### src/rtl/esc_quad_drv.sv
// Four-channel ESC PWM driver: frame-synchronous, double-buffered speeds, arming sequencer.
// Optional build macro SLEW_LIMIT_EN limits per-frame speed change to MAX_STEP while ARMED.
module esc_quad_drv #(
    parameter int unsigned PERIOD_CYCLES = 1048576,
    parameter int unsigned MIN_PULSE     = 50000,
    parameter int unsigned ARM_FRAMES    = 50,
    parameter int unsigned MAX_STEP      = 64
) (
    input  logic        clk,
    input  logic        rst_n,
    input  logic [10:0] frnt_spd,
    input  logic [10:0] bck_spd,
    input  logic [10:0] lft_spd,
    input  logic [10:0] rght_spd,
    input  logic        spd_vld,
    input  logic        arm,
    output logic        frnt,
    output logic        bck,
    output logic        lft,
    output logic        rght,
    output logic        armed,
    output logic        upd_pend,
    output logic        frm
);

    localparam int unsigned CW = $clog2(PERIOD_CYCLES);
    localparam int unsigned AW = (ARM_FRAMES > 1) ? $clog2(ARM_FRAMES) : 1;

`ifdef SLEW_LIMIT_EN
    localparam bit SLEW = 1'b1;
`else
    localparam bit SLEW = 1'b0;
`endif

    // Without slew limiting the step covers the full 11-bit range, so active copies the target.
    localparam logic [10:0] STEP = (SLEW && MAX_STEP < 2047) ? 11'(MAX_STEP) : 11'd2047;

    typedef enum logic [1:0] {
        StDisarmed,
        StArming,
        StArmed
    } state_e;

    state_e            state_q, state_d;
    logic [AW-1:0]     arm_cnt_q, arm_cnt_d;
    logic [CW-1:0]     cnt_q, cnt_d;
    logic              boundary;
    logic [31:0]       cnt_nxt;

    logic [3:0][10:0]  spd_in;
    logic [3:0][10:0]  tgt;
    logic [3:0][10:0]  pend_q, pend_d;
    logic [3:0][10:0]  act_q, act_d;
    logic              upd_pend_q, upd_pend_d;
    logic [3:0][16:0]  pw;
    logic [3:0]        pwm_q, pwm_d;

    function automatic logic [10:0] step_toward(input logic [10:0] cur, input logic [10:0] dst);
        if (dst > cur) begin
            return ((dst - cur) > STEP) ? cur + STEP : dst;
        end
        return ((cur - dst) > STEP) ? cur - STEP : dst;
    endfunction

    assign spd_in   = {rght_spd, lft_spd, bck_spd, frnt_spd};
    assign boundary = (cnt_q == CW'(PERIOD_CYCLES - 1));
    assign cnt_nxt  = 32'(cnt_q) + 32'd1;

    always_comb begin
        cnt_d = boundary ? '0 : cnt_q + 1'b1;
    end

    // Arming sequencer; every transition waits for a frame boundary.
    always_comb begin
        state_d   = state_q;
        arm_cnt_d = arm_cnt_q;
        if (boundary) begin
            case (state_q)
                StDisarmed: begin
                    if (arm) begin
                        state_d   = StArming;
                        arm_cnt_d = '0;
                    end
                end
                StArming: begin
                    if (!arm) begin
                        state_d = StDisarmed;
                    end else if (arm_cnt_q == AW'(ARM_FRAMES - 1)) begin
                        state_d = StArmed;
                    end else begin
                        arm_cnt_d = arm_cnt_q + 1'b1;
                    end
                end
                StArmed: begin
                    if (!arm) begin
                        state_d = StDisarmed;
                    end
                end
                default: state_d = StDisarmed;
            endcase
        end
    end

    // A strobe landing on the boundary cycle bypasses pending and feeds active directly.
    always_comb begin
        pend_d     = pend_q;
        act_d      = act_q;
        upd_pend_d = upd_pend_q;
        tgt        = spd_vld ? spd_in : pend_q;
        if (spd_vld) begin
            pend_d     = spd_in;
            upd_pend_d = 1'b1;
        end
        if (boundary) begin
            if (state_d == StDisarmed) begin
                act_d = '0;
            end else if (state_d == StArmed) begin
                for (int ch = 0; ch < 4; ch++) begin
                    act_d[ch] = step_toward(act_q[ch], tgt[ch]);
                end
                upd_pend_d = (act_d != tgt);
            end
        end
    end

    always_comb begin
        pw    = '0;
        pwm_d = pwm_q;
        for (int ch = 0; ch < 4; ch++) begin
            if (state_q == StArming) begin
                pw[ch] = 17'(MIN_PULSE);
            end else begin
                pw[ch] = 17'(MIN_PULSE) + 17'(act_q[ch]) * 17'd3;
            end
            if (boundary) begin
                pwm_d[ch] = (state_d != StDisarmed);
            end else if (cnt_nxt == 32'(pw[ch])) begin
                pwm_d[ch] = 1'b0;
            end
        end
    end

    always_ff @(posedge clk or negedge rst_n) begin
        if (!rst_n) begin
            state_q    <= StDisarmed;
            arm_cnt_q  <= '0;
            cnt_q      <= '0;
            pend_q     <= '0;
            act_q      <= '0;
            upd_pend_q <= 1'b0;
            pwm_q      <= '0;
        end else begin
            state_q    <= state_d;
            arm_cnt_q  <= arm_cnt_d;
            cnt_q      <= cnt_d;
            pend_q     <= pend_d;
            act_q      <= act_d;
            upd_pend_q <= upd_pend_d;
            pwm_q      <= pwm_d;
        end
    end

    assign frnt     = pwm_q[0];
    assign bck      = pwm_q[1];
    assign lft      = pwm_q[2];
    assign rght     = pwm_q[3];
    assign armed    = (state_q == StArmed);
    assign upd_pend = upd_pend_q;
    assign frm      = (cnt_q == '0);

endmodule

### config.mk
export PLATFORM = sky130hd
export DESIGN_NAME = esc_quad_drv
export DESIGN_NICKNAME = d
export VERILOG_FILES = /design/src/rtl/esc_quad_drv.sv
export SDC_FILE = /design/constraint.sdc
export NUM_CORES = 1
export LEC_CHECK = 0
export CAP_MARGIN = 30
export CORE_ASPECT_RATIO = 2
export CORE_MARGIN = 8
export CORE_UTILIZATION = 40
export CTS_BUF_LIST = sky130_fd_sc_hd__clkbuf_2
export DETAILED_ROUTE_END_ITERATION = 16
export PLACE_DENSITY = 0.58
export SLEW_MARGIN = 20
export SYNTH_ARGS = -nofsm -noshare
export SYNTH_HDL_FRONTEND = slang
export SYNTH_SLANG_ARGS = --single-unit
### constraint.sdc
create_clock -name clk -period 4 [get_ports clk]
set_input_delay 1 -clock clk [delete_from_list [all_inputs] [get_ports clk]]
set_output_delay 1 -clock clk [all_outputs]
set_load 0.03 [all_outputs]
==> run_results.csv <==
group,metric,value,unit
worst_setup_path,crit_type,"reg -> out",
yosys,synth_ff_type,"dfrtp_1",
drt,viasPerCell,5.39,
placed_design,dpl_cell_area,0.00997,sq mm
floorplan,row_count,78,
yosys,synth_warnings,0,
grt,grt_pass1_vias,7581,
grt,grt_pass1_wl,37100,um
yosys,syn_area_per_cell,8.96,sq um
power_and_ir_drop,p_per_area,224,mW/mm^2
yosys,ys_seq_area_share,33.3,%
grt,use_met3,3.08,%
status,status,"finished clean",
clocking,h-tree-depth,4,
sta,setup_viol,0,
yosys,yosysUniqueCellTypes,74,
grt,grt_overflow,0,
worst_setup_path,crit_path_max_fanout,17,
finish,design_area,0.0102,sq mm
clocking,post_cts_buffers,0,
grt,grt_max_degree,59,
worst_setup_path,worstSetupStartpointType,"register",
run,maxCapViolations,0,
sta,clock_skew,25.6,ps
floorplan,die_area,0.0281,sq mm
sta,final.setup.tns,0,ps
yosys,yosysTopAreaCell,"dfrtp_1",
sta,drv_slew,0,
drt,vias,7352,
drt,drt-total-wl,22000,um
power_and_ir_drop,vdd_drop_max,157,uV
sta,finalCritPeriodShare,91.6,%
power_and_ir_drop,leakage,4.95,nW
sta,rsz0062_at_grt,"false",
clocking,cts_tree,"built",
sta,slew_headroom,47.9,%
yosys,synth_cells,1016,
placed_design,port-buffer-count,54,
worst_setup_path,arrival,2660,ps
drt,drt_first_pass_iters,4,
sta,period_needed,3660,ps
finish,layout-drive-gt1-share,6.75,%
yosys,synth-edff-count,0,
placed_design,dp_hpwl,16900,um
floorplan,die_h,229,um
grt,met2_usage,29.9,%
clocking,clkLatencyLatePin,780,ps
drt,drt-initial-drc-count,312,
yosys,synth_top_area_share,33.3,%
grt,use_met1,17.6,%
yosys,ys_ff_latch,121,
finish,area_growth,12.4,%
clocking,clock_sinks,121,
grt,antenna_found_initial,1,
floorplan,initial_core_util,40.4,%
finish,fillers,2249,
drt,ant_nets,0,
clocking,holdBufCountCts,0,
yosys,synthesis.area,0.00911,sq mm
worst_setup_path,cp-end-kind,"output port",
worst_setup_path,crit_required,3000,ps
floorplan,core_area,0.0225,sq mm
min_path,min-delay-path-class,"in -> async",
drt,drc_errors,0,
sta,worst_pin_slew,781,ps
drt,wl_per_cell,16.1,um
grt,gr-usage-all-layers,16.7,%
finish,post-route-util,45.4,%
clocking,cts-root-buf,"clkbuf_2",
finish,fin_nets,1226,
grt,grt-busiest-layer,"met2",
sta,max_freq,0.273,GHz
yosys,syn_nets,1173,
floorplan,die_w,123,um
floorplan,pin_count,55,
finish,multi_input_area,0.00540,sq mm
yosys,synthTopCellsByArea,"dfrtp_1 (33%), ha_1 (14%), inv_1 (5.6%), mux2i_1 (5.1%), o21ai_0 (4.2%)",
placed_design,place_congestion,0.868,
clocking,cts_buffers,17,
sta,final_hold_viol_count,0,
clocking,clock_path_buffers,2,
finish,regArea,0.00303,sq mm
clocking,clkTransAtPathRegs,200,ps
yosys,async_flop_share,100,%
## synthesized netlist by cell type, types with 14 or more instances
cell type / count
inv_1: 135
dfrtp_1: 121
ha_1: 105
nand2_1: 89
o21ai_0: 77
mux2i_1: 46
nor2_1: 39
xnor2_1: 39
nand3_1: 36
a21oi_1: 29
nor3_1: 29
clkbuf_1: 26
xor2_1: 20
nand4_1: 14
## state kept, by name, indices dropped and copies added (netlist names)
name       flops
act_q         44
pend_q        44
cnt_q         20
arm_cnt_q      6
pwm_q          4
state_q        2
upd_pend       1
## cell usage in the layout (no fill, tap or decap), types with 12 or more instances in the layout
| cell | n |
|---|---|
| inv_1 | 135 |
| dfrtp_1 | 120 |
| ha_1 | 105 |
| nand2_1 | 89 |
| o21ai_0 | 77 |
| clkdlybuf4s50_1 | 51 |
| mux2i_1 | 46 |
| xnor2_1 | 39 |
| nor2_1 | 39 |
| nand3_1 | 36 |
| nor3_1 | 29 |
| a21oi_1 | 29 |
| xor2_1 | 20 |
| clkbuf_2 | 17 |
| buf_4 | 17 |
| nand4_1 | 14 |
| and3_1 | 12 |
## metrics by stage
| step | cells | setup slack (ps) | hold WS [ps] | power [mW] |
|---|---|---|---|---|
| after floorplan | 1016 | 738 | 441 | 1.36 |
| after global placement | 1330 | 572 | 455 | 1.45 |
| after detailed placement | 1330 | 500 | 460 | 1.46 |
| after CTS | 1362 | 211 | 157 | 2.34 |
| after global routing | 1363 | 22.7 | 220 | 2.40 |
| final | 1363 | 335 | 256 | 2.29 |
## worst paths after layout
kind                       startpoint          to  slack, ps  cells after the start
max                          cnt_q[0]         frm        340                      6
min                             rst_n   pend_q[7]        260                      1
max reg2reg                  act_q[1]    pwm_q[0]        460                     11
min reg2reg                pend_q[40]  pend_q[40]        500                      2
max in group asynchronous       rst_n    cnt_q[0]       3010                      2
min in group clk           pend_q[40]  pend_q[40]        500                      2
## cell families after synthesis
group | after synthesis | synth area share, %
DFF | 121 | 33.3
and+or+nand+nor | 284 | 15.9
buffers and inverters | 174 | 7.45
AOI/OAI and AO/OA | 213 | 15.5
adders and majority gates | 109 | 15.3
xor gates and xnor gates | 64 | 6.91
muxes | 51 | 5.67
## critical path: stages (launching register included)
cell and delay [ps]:
dfrtp_2 570, inv_1 230, ha_1 220, nor4b_1 230
nand3_1 110, nor2_1 110, dlygate4sd2_1 410
## cell type report
cell class	instances	share of cell area, %
Multi-Input combinational cell	721	52.8
Clock inverter	15	1.74
Timing Repair Buffer	71	6.57
Inverter	137	5.03
Tap cell	280	3.42
Antenna cell	1	0.0245
Clock buffer	17	0.831
Sequential cell	121	29.6
## metal layers
metal | wire (um) | up-vias
met5 | 0 | -
met4 | 856 | 0
met3 | 666 | 48
met2 | 11800 | 111
met1 | 8590 | 3553
li1 | - | 3640
## what timing repair did
action	in CTS	in global routing
setup endpoints to repair	1	0
resized for setup	2	0
endpoints found under the hold margin	0	0
## power breakdown
| group | switching, mW | internal [mW] |
|---|---|---|
| logic | 0.0769 | 0.0747 |
| clock network | 0.509 | 0.348 |
| registers | 0.0110 | 1.27 |
| total | 0.597 | 1.69 |
Power figures use the tool's default switching activity.
